### src/rtl/piano_pkg.sv
// Shared definitions for the piano keyboard front end and the tone divider:
// note codes, encoder FSM states and a lowest-set-bit helper.
package piano_pkg;

    localparam logic [2:0] DO4  = 3'd0;
    localparam logic [2:0] RE4  = 3'd1;
    localparam logic [2:0] MI4  = 3'd2;
    localparam logic [2:0] FA4  = 3'd3;
    localparam logic [2:0] SOL4 = 3'd4;
    localparam logic [2:0] LA4  = 3'd5;
    localparam logic [2:0] SI4  = 3'd6;
    localparam logic [2:0] DO5  = 3'd7;

    typedef enum logic [1:0] {
        ST_IDLE    = 2'd0,
        ST_PLAY    = 2'd1,
        ST_SUSTAIN = 2'd2
    } key_state_e;

    // Returns the index of the lowest set bit; 0 when no bit is set.
    function automatic logic [2:0] first_set(input logic [7:0] v);
        logic [2:0] idx;
        idx = 3'd0;
        for (int i = 7; i >= 0; i--) begin
            if (v[i]) idx = 3'(i);
        end
        return idx;
    endfunction

endpackage

### src/rtl/key_debounce.sv
// One key: two-flop synchroniser followed by a stability counter that only
// accepts a new level after it has been held for DEBOUNCE_CYCLES cycles.
module key_debounce #(
    parameter int DEBOUNCE_CYCLES = 1000000
) (
    input  logic clk_i,
    input  logic rst_i,
    input  logic key_raw_i,
    output logic key_db_o
);

    localparam int CNT_W = (DEBOUNCE_CYCLES > 1) ? $clog2(DEBOUNCE_CYCLES) : 1;
    localparam logic [CNT_W-1:0] CNT_MAX = CNT_W'(DEBOUNCE_CYCLES - 1);

    logic             meta_q;
    logic             sync_q;
    logic             db_q;
    logic             db_d;
    logic [CNT_W-1:0] cnt_q;
    logic [CNT_W-1:0] cnt_d;

    // Counter only runs while the synchronised level disagrees with the accepted one.
    always_comb begin
        db_d  = db_q;
        cnt_d = '0;
        if (sync_q != db_q) begin
            if (cnt_q == CNT_MAX) begin
                db_d = sync_q;
            end else begin
                cnt_d = cnt_q + CNT_W'(1);
            end
        end
    end

    always_ff @(posedge clk_i) begin
        if (rst_i) begin
            meta_q <= 1'b0;
            sync_q <= 1'b0;
            db_q   <= 1'b0;
            cnt_q  <= '0;
        end else begin
            meta_q <= key_raw_i;
            sync_q <= meta_q;
            db_q   <= db_d;
            cnt_q  <= cnt_d;
        end
    end

    assign key_db_o = db_q;

endmodule

### src/rtl/piano_key_encoder.sv
// Eight debounced piano keys to a 3-bit note code with last-note priority,
// a gate for the tone output and a release sustain timer.
module piano_key_encoder
    import piano_pkg::*;
#(
    parameter int DEBOUNCE_CYCLES = 1000000,
    parameter int SUSTAIN_CYCLES  = 12500000
) (
    input  logic       clk_in,
    input  logic       rst,
    input  logic [7:0] keys_raw,
    output logic [2:0] note,
    output logic       gate,
    output logic       note_change,
    output logic [7:0] keys_db
);

    localparam int SUS_W = (SUSTAIN_CYCLES > 1) ? $clog2(SUSTAIN_CYCLES) : 1;
    localparam logic [SUS_W-1:0] SUS_MAX = SUS_W'(SUSTAIN_CYCLES - 1);

    key_state_e       state_q;
    key_state_e       state_d;
    logic [2:0]       note_q;
    logic [2:0]       note_d;
    logic             pulse_q;
    logic             pulse_d;
    logic [SUS_W-1:0] sus_cnt_q;
    logic [SUS_W-1:0] sus_cnt_d;
    logic [7:0]       keys_db_q;
    logic [7:0]       press;
    logic [2:0]       press_note;
    logic [2:0]       held_note;

    for (genvar i = 0; i < 8; i++) begin : g_key
        key_debounce #(
            .DEBOUNCE_CYCLES(DEBOUNCE_CYCLES)
        ) u_debounce (
            .clk_i    (clk_in),
            .rst_i    (rst),
            .key_raw_i(keys_raw[i]),
            .key_db_o (keys_db[i])
        );
    end

    assign press      = keys_db & ~keys_db_q;
    assign press_note = first_set(press);
    assign held_note  = first_set(keys_db);

    // Presses always win over releases seen in the same cycle.
    always_comb begin
        state_d   = state_q;
        note_d    = note_q;
        pulse_d   = 1'b0;
        sus_cnt_d = sus_cnt_q;
        case (state_q)
            ST_IDLE: begin
                if (press != 8'd0) begin
                    state_d = ST_PLAY;
                    note_d  = press_note;
                    pulse_d = 1'b1;
                end
            end
            ST_PLAY: begin
                if (press != 8'd0) begin
                    note_d  = press_note;
                    pulse_d = (press_note != note_q);
                end else if (keys_db == 8'd0) begin
                    state_d   = ST_SUSTAIN;
                    sus_cnt_d = '0;
                end else if (!keys_db[note_q]) begin
                    note_d  = held_note;
                    pulse_d = (held_note != note_q);
                end
            end
            ST_SUSTAIN: begin
                if (press != 8'd0) begin
                    state_d   = ST_PLAY;
                    note_d    = press_note;
                    pulse_d   = (press_note != note_q);
                    sus_cnt_d = '0;
                end else if (sus_cnt_q == SUS_MAX) begin
                    state_d = ST_IDLE;
                end else begin
                    sus_cnt_d = sus_cnt_q + SUS_W'(1);
                end
            end
            default: begin
                state_d = ST_IDLE;
            end
        endcase
    end

    always_ff @(posedge clk_in) begin
        if (rst) begin
            state_q   <= ST_IDLE;
            note_q    <= 3'd0;
            pulse_q   <= 1'b0;
            sus_cnt_q <= '0;
            keys_db_q <= 8'd0;
        end else begin
            state_q   <= state_d;
            note_q    <= note_d;
            pulse_q   <= pulse_d;
            sus_cnt_q <= sus_cnt_d;
            keys_db_q <= keys_db;
        end
    end

    assign note        = note_q;
    assign gate        = (state_q != ST_IDLE);
    assign note_change = pulse_q;

endmodule
### config.mk
export PLATFORM = sky130hd
export DESIGN_NAME = piano_key_encoder
export DESIGN_NICKNAME = d
export VERILOG_FILES = /design/src/rtl/piano_pkg.sv /design/src/rtl/key_debounce.sv /design/src/rtl/piano_key_encoder.sv
export SDC_FILE = /design/constraint.sdc
export NUM_CORES = 1
export LEC_CHECK = 0
export BUFFER_PORTS_ARGS = -buffer_cell sky130_fd_sc_hd__buf_2
export CAP_MARGIN = 20
export CORE_ASPECT_RATIO = 1.4
export CORE_MARGIN = 2
export CORE_UTILIZATION = 55
export CTS_CLUSTER_SIZE = 8
export DETAILED_ROUTE_END_ITERATION = 10
export PLACE_DENSITY = 0.83
export SLEW_MARGIN = 20
export SYNTH_ARGS = -nofsm -noshare
export SYNTH_HDL_FRONTEND = slang
export SYNTH_HIERARCHICAL = 1
export SYNTH_SLANG_ARGS = --single-unit
### constraint.sdc
create_clock -name clk_in -period 5.86 [get_ports clk_in]
set_clock_uncertainty 0.2 [all_clocks]
set_input_delay 0.879 -clock clk_in [delete_from_list [all_inputs] [get_ports clk_in]]
set_output_delay 0.879 -clock clk_in [all_outputs]
set_load 0.02 [all_outputs]
Word level (Yosys, flattened, before mapping)
Cells that the tools add are included.
- register bits after elaboration: 222
- bits in latches: 0
- RAM bits: 0
- ROM bits: 0
- memories kept: 0
- add/sub/neg operators: 9
- multipliers: 0
- divide/modulo/power cells: 0
- order comparisons: 1
- eq/ne operators: 29
- shift operators: 0
- mux-type cells: 40
- bitwise logic cells: 10
- reductions and logical operators: 26
- operators with widths (operator ; count):
    $add 20x1->20 const B ; 8
    $eq 20x20->1 const B ; 8
    $mux 24 ; 4
    $mux 3 ; 20
    $pmux 24 s2 ; 1
    $add 24x1->24 const B ; 1
    $eq 24x24->1 const B ; 1
    $reduce_or 3->1 ; 8
    $reduce_and 2->1 ; 8
    $ne 3x3->1 const B ; 4
    $reduce_and 4->1 ; 3
    $mux 2 ; 5
    $and 8x8->8 ; 1
    $logic_not 8->1 ; 1
    $ne 1x1->1 ; 8
    $not 1->1 ; 8
    $not 8->8 ; 1
    $reduce_bool 8->1 ; 1
    $mux 1 ; 6
    $ne 2x2->1 const B ; 3
    $ne 3x3->1 ; 2
    $pmux 2 s3 ; 1
    $pmux 3 s2 ; 1
    $reduce_bool 2->1 ; 3
    other kinds (8) ; 8

Logic depth before layout (Yosys ltp)
- depth in word-level cells: 13
- gate-level depth with buffers: 7
- gate-level depth less buffers: 6

By module
The synthesis kept the hierarchy.
- by module, submodules not included (module ; times used ; cells an instance ; area each (sq um) ; sequential area each (sq um)):
    key_debounce ; 8 ; 117 ; 1029.7 ; 460.4
    piano_key_encoder ; 1 ; 232 ; 2008.2 ; 760.7

Least setup slack after synthesis
Ideal clock, no wire load.
- path kind: register to register
- start point: register g_key[4].u_debounce.db_q
- end point: register sus_cnt_q[11]
- library setup time: 0.070 ns
- arrival time: 2.616 ns
- data required time: 5.590 ns
- setup slack: 2.973 ns
- cell stages (with the launch flop): 7
- buffers on the path: 0
- clock period less this slack: 2.887 ns
- cells stage by stage: dfxtp_1 -> or4_4 -> o41a_1 -> or3_1 -> a21o_1 -> or4_1 -> a21oi_1
- word-level cells in the longest chain between the ends: 4
- elaborated cells on any way between the ends: 9
- classes of those cells: eq/ne (3); mux (2); bitwise (1); reduce/logical (3)
- ends and longest elaborated chain (element ; RTL line ; RTL):
    from (decl) ; key_debounce.sv:17 ; logic db_q;
    from (signal assigned) ; key_debounce.sv:39 ; db_q <= 1'b0;
    from (signal assigned) ; key_debounce.sv:44 ; db_q <= db_d;
    $and 8x8->8 ; piano_key_encoder.sv:45 ; assign press = keys_db & ~keys_db_q;
    $reduce_bool 8->1 ; piano_key_encoder.sv:64, piano_key_encoder.sv:76 ;
    $ne 3x3->1 (no source line) (tied with other cells) ; -- ;
    $reduce_and 4->1 (no source line) / $pmux 24 s2 (equally long branches) ; -- ;
    to (signal assigned) ; piano_key_encoder.sv:104 ; sus_cnt_q <= sus_cnt_d;
    to (decl) ; piano_key_encoder.sv:27 ; logic [SUS_W-1:0] sus_cnt_q;
Parallel ways exist; a longest one is shown, timed or not.
A chain may end at the register's enable or synchronous reset.

Worst setup path after layout
- start point: register g_key[4].u_debounce.db_q
- end point: register sus_cnt_q[13]
Same word-level chain as after synthesis.

==> results.json <==
{
  "instances_no_fill": 1430,
  "fp.dieW_um": 119,
  "yosysSeqAreaShare_pct": 43.4,
  "wl_per_cell_um": 14.5,
  "synth.most_common_cell": "dfxtp_1",
  "drtIter0Drc": 719,
  "worstPathRequired_ns": 6.13,
  "setup_tns_ns": 0,
  "fmax_mhz": 322,
  "ys_top_cells_by_area": "dfxtp_1 (43%), xnor2_1 (7.0%), nor2_1 (5.6%), nand3_1 (4.4%), xor2_1 (3.4%)",
  "cts_setup_buffers": 0,
  "vias": 8368,
  "regArea_um2": 4440,
  "htreeDepth": 1,
  "first_global_vias": 8052,
  "fp.dieArea_um2": 19800,
  "drc": 0,
  "layout-drive-gt1-share_pct": 7.67,
  "multi_input_area_um2": 5510,
  "critPathSlowestCell": "or4_4",
  "antenna_found_initial": 0,
  "ios": 23,
  "placeableCoreArea_um2": 18500,
  "dp.final_hpwl_um": 13700,
  "hold_viol_final": 0,
  "synth_edf_count": 0,
  "worst-path-buf-inv": 0,
  "post-place-ws_ns": 2.75,
  "post-route-min-period_ns": 3.11,
  "critPathMaxStageDelay_ns": 0.60,
  "setup_viol": 0,
  "total_power_mw": 3.08,
  "grt_max_degree": 31,
  "cp-start-kind": "flop",
  "ant_nets": 0,
  "maxCapViolCount": 0,
  "numCtsBuffers": 31,
  "portBuffers": 22,
  "dr_wl_met2_um": 10600,
  "worst-path-max-fanout": 19,
  "slew_violations": 0,
  "fin_ws_ns": 2.75,
  "power.density_nw_per_um2": 271,
  "hp-class": "reg2reg",
  "arrival_ns": 3.37,
  "top_layer": "met4",
  "fillers": 1547,
  "async_flop_share_pct": 0,
  "wl_met3_um": 731,
  "antennaDiodeCount": 0,
  "synth_cell_type_count": 58,
  "ys_top_cells_by_count": "dfxtp_1 (222), nor2_1 (153), nand3_1 (91), xnor2_1 (82), a21oi_1 (62)",
  "outcome": "finished, final reports clean",
  "cts_num_sinks": 222,
  "drt-total-wl_um": 20800,
  "cts.repair.resized": 0,
  "dp.cells": 1397,
  "firstDrtPassIters": 5,
  "crit_family": "simple AND/OR/NAND/NOR gates",
  "crit_chain": "or4_4 -> o41a_1 -> or3_1 -> a21o_1 -> or4_1 -> a21oi_1",
  "grtUsageTotal_pct": 21.1,
  "clockRootBuffer": "clkbuf_16",
  "clk_pin_slew_worst_paths_ns": 0.05,
  "routedLengthMet1_um": 8950,
  "cts-root-to-sink-buffers": 3,
  "clock_latency_ns": 0.54,
  "slew_headroom_pct": 45.3,
  "place_congestion": 0.880,
  "fin_hold_ws_ns": 0.234,
  "synthFlopType": "dfxtp_1",
  "ys_ff_latch": 222,
  "cts_tree": "yes",
  "synthToLayoutAreaGrowth_pct": 10.8,
  "syn_inst": 1168,
  "cts_hold_buffers": 0,
  "ys_warn_count": 6,
  "syn_area_per_cell_um2": 8.77,
  "peakVddDrop_v": 0.000212,
  "critPathKind": "reg2reg",
  "synth_top_area_share_pct": 43.4,
  "worst_pin_slew_ns": 0.816,
  "synth_area_leader_cell": "dfxtp_1",
  "viasPerCell": 5.85,
  "initial_utilization_pct": 55.5,
  "netlist_area_um2": 10200,
  "p_leak_nw": 3.56,
  "grt-ovfl-total": 0,
  "grt_pass1_wl_um": 35700,
  "finalCritPeriodShare_pct": 53.0,
  "nets": 1205,
  "endpoint_kind": "flop",
  "rows": 59,
  "die_y_um": 165,
  "synth_nets": 1187,
  "rsz0062_at_grt": "no"
}
==> final timing paths <==
path | cells past startpoint | to | startpoint | slack, ns
max | 6 | sus_cnt_q[13]$_SDFFE_PP0P_ | g_key[4].u_debounce/key_db_o$_SDFFE_PP0P_ | 2.75
min | 1 | g_key[5].u_debounce/sync_q$_SDFF_PP0_ | g_key[5].u_debounce/meta_q$_SDFF_PP0_ | 0.23
max reg2reg | 6 | sus_cnt_q[13]$_SDFFE_PP0P_ | g_key[4].u_debounce/key_db_o$_SDFFE_PP0P_ | 2.75
min reg2reg | 1 | g_key[5].u_debounce/sync_q$_SDFF_PP0_ | g_key[5].u_debounce/meta_q$_SDFF_PP0_ | 0.23
==> through the flow <==
step	instance area (um2)	util [%]
after floorplan	10200	-
after global placement	10500	57.1
after detailed placement	10500	57.1
after CTS	11300	61.5
after global routing	11300	61.5
final	11300	61.5
==> metal layers <==
layer	GRT usage [%]	vias to the layer above
li1	-	4210
met1	24.1	3961
met2	39.8	153
met3	3.50	44
met4	7.27	0
met5	0	-
==> final cells by class <==
class	instances	area share (%)
clock buffer	32	6.96
clock inverter	1	0.0772
inverter	31	1.03
multi-input combinational	869	48.5
sequential	222	39.2
tap	244	2.69
timing repair buffer	31	1.57
==> sequential cells by signal (all words and copies together), names as in the netlist <==
register / flops
g_key.u_debounce/key_db_o: 8
note_change: 1
g_key.u_debounce/sync_q: 8
g_key.u_debounce/cnt_q: 160
keys_db_q: 8
sus_cnt_q: 24
g_key.u_debounce/meta_q: 8
note: 3
state_q: 2
==> cell usage in the layout, fill, tap and decap left out, types with 10 or more instances in the layout <==
cell / count
a21oi_1: 62
and3_1: 25
and4_1: 11
buf_2: 22
clkbuf_16: 31
dfxtp_1: 222
inv_1: 31
nand2_1: 50
nand3_1: 91
nand4_1: 40
nand4bb_1: 16
nor2_1: 153
nor2b_1: 36
nor3_1: 19
nor3b_1: 10
nor4_1: 26
nor4b_1: 16
o21ai_0: 42
o31ai_1: 20
or3_1: 28
or4_1: 14
xnor2_1: 82
xor2_1: 40
==> cells by family (layout without fill, tap and decap cells) <==
family | after synthesis | in the layout | share of synthesized area [%]
AO/OA/AOI/OAI | 160 | 160 | 9.34
flip-flops | 222 | 222 | 43.4
AND/OR/NAND/NOR | 572 | 572 | 32.0
buffers and inverters | 77 | 95 | 2.93
multiplexers | 6 | 6 | 0.830
XOR/XNOR | 122 | 122 | 10.4
adder cells (fa/ha/maj) | 9 | 9 | 1.10
==> power breakdown <==
| part | switching [mW] | internal (mW) |
|---|---|---|
| clock | 0.590 | 0.930 |
| sequential | 0.00479 | 1.52 |
| combinational | 0.0227 | 0.0110 |
Power figures use the tool's default switching activity.
